$ cat config.mk
export PLATFORM = sky130hd
export DESIGN_NAME = seq_multiplier
export DESIGN_NICKNAME = d
export VERILOG_FILES = /design/src/rtl/mul_pkg.sv /design/src/rtl/mul_pp_step.sv /design/src/rtl/seq_multiplier.sv
export SDC_FILE = /design/constraint.sdc
export NUM_CORES = 1
export LEC_CHECK = 0
export BUFFER_PORTS_ARGS = -buffer_cell sky130_fd_sc_hd__buf_2
export CAP_MARGIN = 25
export CORE_MARGIN = 2
export CORE_UTILIZATION = 57
export CTS_CLUSTER_SIZE = 40
export DETAILED_ROUTE_END_ITERATION = 12
export PLACE_DENSITY = 0.8
export SYNTH_ARGS = -nofsm -noshare
export SYNTH_HDL_FRONTEND = slang
export SYNTH_SLANG_ARGS = --single-unit
$ cat constraint.sdc
create_clock -name clk -period 3.4 [get_ports clk]
set_clock_uncertainty 0.1 [all_clocks]
set_input_delay 0.51 -clock clk [delete_from_list [all_inputs] [get_ports clk]]
set_output_delay 0.51 -clock clk [all_outputs]
set_load 0.01 [all_outputs]
$ cat src/rtl/mul_pkg.sv
// Shared types and defaults for the iterative shift-add multiplier.
// Defaults give one multiplier bit per cycle, so a 16x16 product takes 16 RUN cycles.
package mul_pkg;

  typedef enum logic [1:0] {
    IDLE = 2'd0,
    RUN  = 2'd1,
    DONE = 2'd2
  } mul_state_t;

  localparam int MUL_WIDTH = 16;
  localparam int MUL_BPC   = 1;
  localparam int MUL_ITER  = MUL_WIDTH / MUL_BPC;

  // A radix is legal only if it retires the multiplier in a whole number of steps.
  function automatic bit radix_ok(input int width, input int bpc);
    return (bpc > 0) && (bpc <= width) && ((width % bpc) == 0);
  endfunction

endpackage

$ cat src/rtl/mul_pp_step.sv
// One radix-2^B shift-add step: adds mcand*slice into the upper-aligned accumulator, then shifts right by B.
// Purely combinational; the accumulator carries B spare bits so the add never overflows.
module mul_pp_step #(
  parameter int W = 16,
  parameter int B = 1
) (
  input  logic [2*W+B-1:0] acc,
  input  logic [W-1:0]     mcand,
  input  logic [B-1:0]     slice,
  output logic [2*W+B-1:0] acc_nxt
);

  localparam int AW = 2*W + B;

  logic [AW-1:0] pp;
  logic [AW-1:0] sum;

  assign pp      = AW'(mcand) * AW'(slice);
  // Partial products enter at bit W; ITER right shifts bring step i down to bit i*B.
  assign sum     = acc + (pp << W);
  assign acc_nxt = sum >> B;

endmodule

$ cat src/rtl/seq_multiplier.sv
// Iterative unsigned multiplier: start in IDLE/DONE, RUN for WIDTH/BITS_PER_CYCLE cycles, one-cycle done pulse.
// Latency ITER+1 cycles from start; start during RUN is ignored and mulresult holds until the next completion.
module seq_multiplier
  import mul_pkg::*;
#(
  parameter int WIDTH          = MUL_WIDTH,
  parameter int BITS_PER_CYCLE = MUL_BPC
) (
  input  logic                 clk,
  input  logic                 rstn,
  input  logic                 start,
  input  logic [WIDTH-1:0]     mul1,
  input  logic [WIDTH-1:0]     mul2,
  output logic                 busy,
  output logic                 done,
  output logic [2*WIDTH-1:0]   mulresult
);

  localparam int ITER = WIDTH / BITS_PER_CYCLE;
  localparam int AW   = 2*WIDTH + BITS_PER_CYCLE;
  localparam int CW   = (ITER > 1) ? $clog2(ITER) : 1;
  localparam logic [CW-1:0] LAST = CW'(ITER - 1);

  if (!radix_ok(WIDTH, BITS_PER_CYCLE)) begin : g_bad_radix
    $error("seq_multiplier: BITS_PER_CYCLE must divide WIDTH");
  end

  mul_state_t         state;
  mul_state_t         state_nxt;
  logic [AW-1:0]      acc;
  logic [AW-1:0]      acc_step;
  logic [WIDTH-1:0]   mcand;
  logic [WIDTH-1:0]   mplier;
  logic [CW-1:0]      count;
  logic               last;

  mul_pp_step #(
    .W (WIDTH),
    .B (BITS_PER_CYCLE)
  ) u_step (
    .acc     (acc),
    .mcand   (mcand),
    .slice   (mplier[BITS_PER_CYCLE-1:0]),
    .acc_nxt (acc_step)
  );

  assign last = (count == LAST);
  assign busy = (state == RUN);
  assign done = (state == DONE);

  always_comb begin
    state_nxt = state;
    unique case (state)
      IDLE:    if (start) state_nxt = RUN;
      RUN:     if (last)  state_nxt = DONE;
      DONE:    state_nxt = start ? RUN : IDLE;
      default: state_nxt = IDLE;
    endcase
  end

  always_ff @(posedge clk) begin
    if (!rstn) state <= IDLE;
    else       state <= state_nxt;
  end

  // Operands are captured only on acceptance, so changes on mul1/mul2 mid-RUN are invisible.
  always_ff @(posedge clk) begin
    if (!rstn) begin
      acc       <= '0;
      mcand     <= '0;
      mplier    <= '0;
      count     <= '0;
      mulresult <= '0;
    end else begin
      unique case (state)
        IDLE, DONE: begin
          if (start) begin
            mcand  <= mul1;
            mplier <= mul2;
            acc    <= '0;
            count  <= '0;
          end
        end
        RUN: begin
          acc    <= acc_step;
          mplier <= mplier >> BITS_PER_CYCLE;
          count  <= count + CW'(1);
          if (last) mulresult <= acc_step[2*WIDTH-1:0];
        end
        default: begin
          acc   <= '0;
          count <= '0;
        end
      endcase
    end
  end

endmodule

==> metrics.md, run 1 <==
| Metric | Value |
|---|---|
| Status | `finished clean` |
| Sequential element share of the synthesized area | `around 44%` |
| Worst setup EP type | `flop` |
| EDFF count, synth | `0` |
| Commonest register cell after synthesis | `dfxtp_1` |
| Final hold vios | `0` |
| Drt initial violations | `246` |
| Post-route ant nets | `0` |
| Pins over their slew limit | `0` |
| Clock-pin slew on the worst setup and hold paths | `0.11 ns` |
| CTS Buffer Depth | `2` |
| Vias in the first global route | `approximately 3700` |
| Arrival @ worst endpoint | `just over 3 ns` |
| CTS tree | `yes` |
| First-pass GRT wire length | `around 17000 um` |
| Clock Latency Late Sink | `0.38 ns` |
| Yosys reg bits | `101` |
| Resized Gates After CTS | `0` |
| Clock root buffer | `clkbuf_8` |
| Top post-synthesis cells by area | `dfxtp_1 44%, nand2_1 10%, a21oi_1 5.9%` |
| Total power | `2.156 mW` |
| Critical Path Source Type | `flop` |
| HP Class | `input port to flop` |
| PwrDens | `417.4 mW/mm2` |
| Tot GR Track Use | `24.65%` |
| TritonCTS buffer count | `9` |
| VDD IR max | `302.6 uV` |
| # port buffers | `68` |
| NumNets Final | `651` |
| Post-Place Worst Slack | `0.5355 ns` |
| Boundary Pins | `69` |
| Yosys warnings | `0` |
| DRT Pass-1 Iters | `5` |
| Die Span Y | `~93 um` |
| Final RePlAce weighted congestion | `0.9277` |
| Initial core utilization | `59.00%` |
| Final WS setup | `0.4797 ns` |
| Cts hold-fix bufs | `0` |
| Die X | `93.44 um` |
| Post-synth cell types | `52` |
| Initial antenna violation count | `0` |
| Count of clock tree sinks | `101` |
| Async set-reset flop share out of synthesis | `0%` |
| Setup Fix Bufs, Post-CTS | `0` |
| Total wire length | `10250 um` |
| Via count | `4029` |
| Max Clk Rate | `0.3424 GHz` |
| Lkg Pwr | `2.211 nW` |
| CP Class | `flop to flop` |
| Cells after synthesis | `546` |
| Core area | `just under 0.008 mm2` |
| Grt total ovfl | `0` |
| Most numerous cell in the Yosys netlist | `nand2_1` |
| Vias per cell | `5.715` |
| RSZ-0062 raised after global routing | `false` |
| Cell Area, Synth | `0.004559 mm2` |
| Largest net degree at the start of global routing | `34` |
| Final hold slack | `~0.26 ns` |
| Post-synth top cells | `127 x nand2_1, 101 x dfxtp_1, 54 x a21oi_1` |
| Residual DRC | `0` |
| Die area | `0.008730 mm2` |
| Max-cap check violation count | `0` |
| Required time of the critical path | `3.57 ns` |
| Synth top area share | `around 44%` |
| Synthesized area per cell | `8.350 um2` |
| Worst slew pin tran | `0.8502 ns` |
| Syn nets | `599` |
| Mean routed wirelength per cell | `~15 um` |
| Critical path peak fanout | `17` |
| Fin Setup TNS | `0 ns` |
| H-tree levels | `3` |
| Row cnt | `32` |
| Antenna cells | `0` |
| Layout cells sized above 1 | `between 10% and 20%` |
| Fin crit share | `a little under nine tenths` |
| Area delta synth->final | `13.31%` |
| Slew Limit Headroom | `a little over two fifths` |
| FILL cells | `631` |
| Leading area contributor after synthesis | `dfxtp_1` |
| Final Critical Period | `2.920 ns` |
| Final HPWL DP | `7257 um` |
| Setup-failing EPs final | `0` |
==> routing by layer <==
layer	vias up	GRT usage, %	wire length (um)
li1	2037	-	-
met5	-	0	0
met3	15	4.271	484
met1	1869	34.61	4867
met4	0	9.191	160
met2	108	38.01	4739
==> power by group <==
group | leakage, nW | switching (mW) | internal [mW]
sequential | 0.820 | 0.0222 | 1.22
combinational | 1.29 | 0.105 | 0.0592
clock | 0.0990 | 0.463 | 0.291
==> per-stage QoR <==
step	cell area [um2]	instances	util [%]
final	5166	705	66.86
after global routing	5166	705	66.86
after CTS	5166	705	66.86
after detailed placement	4962	689	64.22
after global placement	4962	689	64.22
after floorplan	4559	546	-
==> final cells by class <==
class	instances	area, um2	share of cell area, %
Multi-Input combinational cell	403	2386	46.19
Sequential cell	101	2022	39.14
Timing Repair Buffer	76	400.4	7.750
Tap cell	102	127.6	2.470
Clock buffer	9	123.9	2.398
Clock inverter	7	80.08	1.550
Inverter	7	26.28	0.5086
==> registers in the layout (all words and copies together), names as in the netlist <==
register	flops
count	4
mcand	16
state	2
mplier	16
mulresult	32
acc	31
==> critical path: stages (launching register included) <==
cell	delay, ns
dfxtp_1	0.45
and2_1	0.21
ha_1	0.20
fa_1	0.40
a21o_1	0.24
a221oi_4	0.39
o22ai_2	0.22
or3_1	0.34
a32o_1	0.26
==> final timing paths <==
check | startpoint | endpoint | slack [ns] | cells past startpoint
worst max-delay path | mplier[0]$_SDFFE_PN0P_ | acc[27]$_SDFFE_PN0P_ | 0.48 | 8
worst min-delay path | mul1[2] | mcand[2]$_SDFFE_PN0P_ | 0.26 | 3
worst max register to register | mplier[0]$_SDFFE_PN0P_ | acc[27]$_SDFFE_PN0P_ | 0.48 | 8
worst min register to register | mcand[4]$_SDFFE_PN0P_ | mcand[4]$_SDFFE_PN0P_ | 0.36 | 2
==> cell families (layout without fill, tap and decap cells) <==
family          after synthesis  in the layout  synth area share (%)
mux                           1              1                0.2195
buf+inv                      42             99                 3.540
fa+ha+maj                    18             18                 5.104
xor+xnor                      7              7                 1.345
compound gates              151            151                 23.19
flops                       101            101                 44.35
simple gates                226            226                 22.26
==> cell usage in the layout, fill, tap and decap left out, drive strengths merged, types with 2 or more instances in the layout <==
cell type / count
o21a: 2
nand4: 3
a31oi: 3
ha: 17
a311oi: 15
o311ai: 2
nor3b: 2
o31ai: 7
nand2b: 4
nor2: 27
and2: 20
a211oi: 2
dfxtp: 101
o2111ai: 5
nand2: 127
o211ai: 6
and3: 7
a21oi: 54
and4: 2
inv: 9
clkinv: 4
nand3: 18
o21bai: 2
a32o: 2
o21ai: 13
a22o: 21
buf: 76
or3: 7
clkbuf: 9
a21o: 8
nor3: 4
xnor2: 6
nor2b: 2
No activity file was read; power rests on OpenSTA's default activity.
==> run 2: changes to the inputs <==
--- a/config.mk
+++ b/config.mk
@@ -8,10 +8,10 @@
 export BUFFER_PORTS_ARGS = -buffer_cell sky130_fd_sc_hd__buf_2
 export CAP_MARGIN = 25
 export CORE_MARGIN = 2
-export CORE_UTILIZATION = 57
+export CORE_UTILIZATION = 51
 export CTS_CLUSTER_SIZE = 40
 export DETAILED_ROUTE_END_ITERATION = 12
-export PLACE_DENSITY = 0.8
+export PLACE_DENSITY = 0.76
 export SYNTH_ARGS = -nofsm -noshare
 export SYNTH_HDL_FRONTEND = slang
 export SYNTH_SLANG_ARGS = --single-unit
==> constraint.sdc (replaced) <==
create_clock -name clk -period 2.4 [get_ports clk]
set_clock_uncertainty 0.1 [all_clocks]
set_input_delay 0.36 -clock clk [delete_from_list [all_inputs] [get_ports clk]]
set_output_delay 0.36 -clock clk [all_outputs]
set_load 0.01 [all_outputs]
==> run 2 against run 1 <==
- the run now ends with setup timing left
- sequential share of layout area fell by 2.3 points
- first-iteration DRC count is 5.7% higher
- register-to-register slack worse by 0.54 ns
- non-clock buffer count grew 27
- combinational power grew 57%
- flip-flop and latch count unchanged
- clock power up 43%
- via count rose by 3.8%
- die area up 11%
- critical path type unchanged
- critical endpoint unchanged
==> metrics.md, run 2 (same netlist as run 1, synthesis figures left out) <==
| Metric | Value |
|---|---|
| Tot GR Track Use | `22.57% (-2.1 points)` |
| CTS tree | `yes` |
| Count of clock tree sinks | `101 (unchanged)` |
| Critical Path Source Type | `flop` |
| First-pass GRT wire length | `18330 um (+6.8%)` |
| Core area | `0.008678 mm2 (+12%)` |
| Initial core utilization | `52.54% (-6.5 points)` |
| Max Clk Rate | `0.4062 GHz (+19%)` |
| Area delta synth->final | `20.47%` |
| Number of flip-flops in the largest register | `32 (unchanged)` |
| Vias in the first global route | `3915 (+6.9%)` |
| DRT Pass-1 Iters | `5 (unchanged)` |
| Clock-pin slew on the worst setup and hold paths | `0.11 ns (about the same)` |
| Vias per cell | `5.665 (-0.87%)` |
| Residual DRC | `0 (unchanged)` |
| Final RePlAce weighted congestion | `0.8954 (-3.5%)` |
| Largest net degree at the start of global routing | `40 (+18%)` |
| Via count | `4181 (+3.8%)` |
| Grt met3 use | `3.972% (-0.30 points)` |
| Failing checks | `setup timing` |
| Post-route ant nets | `0 (unchanged)` |
| H-tree levels | `3 (unchanged)` |
| Die area | `0.009712 mm2 (+11%)` |
| Grt total ovfl | `0 (unchanged)` |
| Total power | `3.089 mW (+43%)` |
| RSZ-0062 raised after global routing | `true` |
| CTS Buffer Depth | `2 (unchanged)` |
| Drt initial violations | `260 (+5.7%)` |
| Required time of the critical path | `2.57 ns (-1.00 ns)` |
| Critical path peak fanout | `7 (-10)` |
| # port buffers | `68 (unchanged)` |
| Largest registers | `mulresult: 32 flops, acc: 31 flops` |
| Post-Place Worst Slack | `-0.01785 ns (-0.5533 ns)` |
| Commonest non-fill, non-tap cell in the layout | `nand2_1` |
| Row cnt | `34 (+6.3%)` |
| Lkg Pwr | `2.325 nW (+5.1%)` |
| Arrival @ worst endpoint | `2.63 ns (-0.46 ns)` |
| Fin Setup TNS | `-0.06185 ns (-0.06185 ns)` |
| Max-cap check violation count | `0 (unchanged)` |
| CP Class | `flop to flop` |
| Final WS setup | `-0.06185 ns (-0.5415 ns)` |
| Final hold vios | `0 (unchanged)` |
| Fin crit share | `102.6% (+17 points)` |
| Final Critical Period | `2.462 ns (-0.4585 ns)` |
| Worst Setup SP | `mplier[0]$_SDFFE_PN0P_` |
| GRT busiest layer | `met2` |
| Slew Limit Headroom | `51.47% (+8.2 points)` |
| Total wire length | `11070 um (+8.0%)` |
| Antenna cells | `0 (unchanged)` |
| Clock Latency Late Sink | `0.37 ns (about the same)` |
| Met1 usage | `31.42% (-3.2 points)` |
| Cts hold-fix bufs | `0 (unchanged)` |
| FILL cells | `767 (+22%)` |
| Final HPWL DP | `7834 um (+7.9%)` |
| TritonCTS buffer count | `9 (unchanged)` |
| HP Class | `input port to flop` |
| Final core utilization | `63.29% (-3.6 points)` |
| Boundary Pins | `69 (unchanged)` |
| Top reg by flops | `mulresult` |
| Die Span Y | `98.55 um (+5.5%)` |
| PwrDens | `562.5 mW/mm2 (+35%)` |
| NumNets Final | `678 (+4.1%)` |
| VDD IR max | `340.2 uV (+12%)` |
| Worst slew pin tran | `0.7280 ns (-0.1223 ns)` |
| Reg2reg start | `mplier[0]$_SDFFE_PN0P_` |
| Worst setup EP type | `flop` |
| Mean routed wirelength per cell | `15.00 um (+3.1%)` |
| Met2 usage | `36.68% (-1.3 points)` |
| Clock root buffer | `clkbuf_8` |
| Initial antenna violation count | `0 (unchanged)` |
| Status | `finished with violations` |
| Pins over their slew limit | `0 (unchanged)` |
| Die X | `98.55 um (+5.5%)` |
| Layout cells sized above 1 | `23.17% (+6.6 points)` |
| Final hold slack | `0.1128 ns (-0.1502 ns)` |
| Setup-failing EPs final | `1 (+1)` |
| Min-delay src | `mul1[12]` |
| Commonest non-fill, non-tap cells in the layout | `127 x nand2_1, 100 x dfxtp_1, 68 x buf_2` |
==> run 2: cell count changes in the layout (fill, tap and decap cells not counted), moves of 3 or more <==
cell	delta
ha_2	+3
a21oi_1	-3
ha_1	-8
buf_4	+26
a21oi_2	+3
ha_4	+5
==> run 2: final timing paths <==
path                          endpoint  slack (ns)  cells past startpoint
max               acc[27]$_SDFFE_PN0P_       -0.06                      8
min             mcand[12]$_SDFFE_PN0P_        0.11                      3
max reg2reg       acc[27]$_SDFFE_PN0P_       -0.06                      8
min reg2reg  mulresult[0]$_SDFFE_PN0P_        0.36                      2
==> run 2: critical path, cell delays in order, from the launching register on <==
cell	delay (ns)
dfxtp_4	0.38
and2_4	0.15
ha_4	0.16
fa_2	0.35
a21o_1	0.23
a221oi_4	0.28
o22ai_2	0.14
or3_1	0.33
a32o_1	0.26
==> run 2: timing repair <==
item,CTS,global route
setup buffers,0,1
resized for setup,6,12
pin swaps,2,2
endpoints found under the setup margin,2,11
==> run 2: power by group <==
group	leakage [nW]	internal [mW]	switching (mW)	total, mW
clock network	0.0950	0.411	0.669	1.08
logic	1.41	0.0969	0.160	0.257
registers	0.820	1.72	0.0304	1.75
==> run 2: per-stage QoR <==
step | cell area, um2 | std cells
detailed placement | 5175 | 721
floorplan | 4579 | 546
global route | 5493 | 738
global placement | 5175 | 721
CTS | 5423 | 737
finish | 5493 | 738
==> run 2: final cells by class <==
cell class / count / area (um2) / area share (%)
Sequential cell: 101 / 2026 / 36.88
Clock inverter: 7 / 78.83 / 1.435
Clock buffer: 9 / 123.9 / 2.255
Timing Repair Buffer: 103 / 606.8 / 11.05
Multi-Input combinational cell: 403 / 2496 / 45.44
Tap cell: 108 / 135.1 / 2.460
Inverter: 7 / 26.28 / 0.4784
==> run 2: routing by layer <==
metal	wire length (um)	vias up
li1	-	2099
met2	5170	132
met1	5156	1936
met4	157	0
met5	0	-
met3	585	14
==> run 3: changes to the inputs <==
--- a/config.mk
+++ b/config.mk
@@ -7,6 +7,7 @@
 export LEC_CHECK = 0
 export BUFFER_PORTS_ARGS = -buffer_cell sky130_fd_sc_hd__buf_2
 export CAP_MARGIN = 25
+export CORE_ASPECT_RATIO = 1.1
 export CORE_MARGIN = 2
 export CORE_UTILIZATION = 51
 export CTS_CLUSTER_SIZE = 40
==> run 3 against run 2 <==
- the run still ends with setup timing left
- first-iteration DRC count shrank 40%
- setup slack better by 0.054 ns
- global-route usage grew 0.82 points
- sequential power barely moved
- fmax increased by 2.3%
- power shrank 1.7%
- design area decreased by 0.57%
- clock-buffer cell count increased by 1
- non-clock buffer count rose by 5
- critical endpoint unchanged
==> metrics.md, run 3 (same netlist as run 1, synthesis figures left out) <==
| Metric | Value |
|---|---|
| Commonest non-fill, non-tap cell in the layout | `nand2_1` |
| Arrival @ worst endpoint | `2.58 ns (-0.05 ns)` |
| Lkg Pwr | `2.363 nW (+1.6%)` |
| Mean routed wirelength per cell | `14.51 um (-3.2%)` |
| H-tree levels | `3 (unchanged)` |
| Worst path top cell family by delay | `compound AO/OA/AOI/OAI gates` |
| Initial antenna violation count | `0 (unchanged)` |
| CTS Buffer Depth | `2 (unchanged)` |
| Post-Layout Cell Count | `749 (+1.5%)` |
| Max-cap check violation count | `0 (unchanged)` |
| Worst Path Buf+Inv | `0 (unchanged)` |
| PwrDens | `556.1 mW/mm2 (-1.1%)` |
| Cts hold-fix bufs | `0 (unchanged)` |
| Hold endpoint | `mplier[15]$_SDFFE_PN0P_` |
| Count of clock tree sinks | `101 (unchanged)` |
| Finished Cell Area | `0.005461 mm2 (-0.57%)` |
| Final WS setup | `-0.007378 ns (+0.05447 ns)` |
| Clock root buffer | `clkbuf_8` |
| Status | `finished with violations` |
| TritonCTS buffer count | `9 (unchanged)` |
| Hold depth | `3 (unchanged)` |
| Reg2reg start | `mcand[0]$_SDFFE_PN0P_` |
| Total power | `3.037 mW (-1.7%)` |
| DRT Pass-1 Iters | `4 (-1)` |
| Total wire length | `10870 um (-1.8%)` |
| Number of flip-flops in the largest register | `32 (unchanged)` |
| Clock-pin slew on the worst setup and hold paths | `0.10 ns (about the same)` |
| Met1 usage | `30.72% (-0.70 points)` |
| Pins over their slew limit | `0 (unchanged)` |
| Met2 usage | `39.29% (+2.6 points)` |
| Post-route ant nets | `0 (unchanged)` |
| Reg-to-reg endpoint | `acc[27]$_SDFFE_PN0P_` |
| Critical path peak fanout | `2 (-5)` |
| Slowest CP cell | `fa_2` |
| Failing checks | `setup timing` |
| Max Clk Rate | `0.4154 GHz (+2.3%)` |
| Placed cells | `729 (+1.1%)` |
| Worst slew pin tran | `0.6914 ns (-0.03657 ns)` |
| Worst setup EP type | `flop` |
| # port buffers | `68 (unchanged)` |
| RSZ-0062 raised after global routing | `true` |
| Worst reg-to-reg path cell count | `8 (unchanged)` |
| VDD IR max | `410.0 uV (+21%)` |
| Reg2reg setup slack | `-0.007 ns (+0.05 ns)` |
| Tot GR Track Use | `23.39% (+0.82 points)` |
| Layout cells sized above 1 | `22.99% (-0.18 points)` |
| Die X | `94.15 um (-4.5%)` |
| Die area | `0.009713 mm2 (about the same)` |
| Top reg by flops | `mulresult` |
| Grt total ovfl | `0 (unchanged)` |
| Die Span Y | `103.2 um (+4.7%)` |
| Residual DRC | `0 (unchanged)` |
| Initial core utilization | `51.91% (-0.63 points)` |
| First-pass GRT wire length | `17920 um (-2.2%)` |
| Final HPWL DP | `7865 um (+0.40%)` |
| Clock Latency Late Sink | `0.37 ns (about the same)` |
| Crit path cell chain | `and2_4 -> ha_4 -> fa_2 -> a21o_1 -> a221oi_4 -> o22ai_2 -> or3_1 -> a32o_1` |
| Vias per cell | `5.563 (-1.8%)` |
| Largest net degree at the start of global routing | `40 (unchanged)` |
| Grt met3 use | `4.240% (+0.27 points)` |
| Area delta synth->final | `19.79%` |
| CTS tree | `yes` |
| Final RePlAce weighted congestion | `0.8727 (-2.5%)` |
| Setup-failing EPs final | `1 (unchanged)` |
| Largest registers | `mulresult: 32 flops, acc: 31 flops` |
| Cell area after placement | `0.005197 mm2 (+0.44%)` |
| HP Class | `input port to flop` |
| Drt initial violations | `155 (-40%)` |
| Antenna cells | `0 (unchanged)` |
| Worst path max stage delay | `0.35 ns (-0.03 ns)` |
| Final hold vios | `0 (unchanged)` |
| Row cnt | `36 (+5.9%)` |
| Required time of the critical path | `2.57 ns (about the same)` |
| FILL cells | `805 (+5.0%)` |
| Commonest non-fill, non-tap cells in the layout | `127 x nand2_1, 99 x dfxtp_1, 68 x buf_2` |
| Min-delay src | `mul2[15]` |
| Critical Path Source Type | `flop` |
| Fin crit share | `100.3% (-2.3 points)` |
| Slew Limit Headroom | `53.91% (+2.4 points)` |
| Boundary Pins | `69 (unchanged)` |
| Core area | `0.008783 mm2 (+1.2%)` |
| Via count | `4167 (-0.33%)` |
| Final Critical Period | `2.407 ns (-0.05447 ns)` |
| Vias in the first global route | `3922 (+0.18%)` |
| NumNets Final | `683 (+0.74%)` |
| CP Class | `flop to flop` |
| GRT busiest layer | `met2` |
## run 3: power by group
group / switching, mW / internal [mW]
sequential: 0.0289 / 1.72
clock: 0.632 / 0.397
combinational: 0.157 / 0.0988
## run 3: final cells by class
type / count / area [um2] / share of cell area [%]
clock buffers: 10 / 127.6 / 2.337
clock inverters: 6 / 57.56 / 1.054
inverters: 7 / 26.28 / 0.4811
multi-input cells: 403 / 2435 / 44.58
flip-flops and latches: 101 / 2024 / 37.07
well taps: 114 / 142.6 / 2.612
repair buffers: 108 / 648.1 / 11.87
## run 3: worst min-delay path, stage by stage
cell and delay, ns:
buf_2 0.09, nand2_1 0.05, a21oi_1 0.05
## run 3: routing by layer
layer  vias up  routed length, um
met3        13                603
li1       2111                  -
met4         0                148
met5         -                  0
met1      1940               4986
met2       103               5132
## run 3: worst max-delay path by stage
| stage | to | slack (ns) | depth (start not counted) | from |
|---|---|---|---|---|
| 4_1_cts | acc[28]$_SDFFE_PN0P_ | 0.002 | 8 | mplier[0]$_SDFFE_PN0P_ |
| 5_1_grt | acc[27]$_SDFFE_PN0P_ | -0.08 | 8 | mplier[0]$_SDFFE_PN0P_ |
| 6_report | acc[27]$_SDFFE_PN0P_ | -0.007 | 8 | mcand[0]$_SDFFE_PN0P_ |
| 3_3_place_gp | acc[27]$_SDFFE_PN0P_ | 0.02 | 8 | mplier[0]$_SDFFE_PN0P_ |
| 3_5_place_dp | acc[27]$_SDFFE_PN0P_ | -0.03 | 8 | mplier[0]$_SDFFE_PN0P_ |
| 2_1_floorplan | acc[27]$_SDFFE_PN0P_ | -0.19 | 9 | mplier[0]$_SDFFE_PN0P_ |
## run 3: per-stage QoR
stage | worst slack [ns] | utilization (%) | hold slack [ns] | TNS (ns)
detailed placement | -0.02559 | 59.17 | 0.3444 | -0.02559
floorplan | -0.1937 | - | 0.3297 | -0.1937
CTS | 0.001664 | 61.50 | 0.1052 | 0
global route | -0.07814 | 62.18 | 0.1065 | -0.1522
global placement | 0.01861 | 59.17 | 0.3381 | 0
finish | -0.007378 | 62.18 | 0.1122 | -0.007378
## run 3: timing repair
item | CTS | global route
gates resized for setup | 2 | 12
setup buffers | 2 | 2
pin swaps | 3 | 4
setup endpoints to repair | 2 | 14
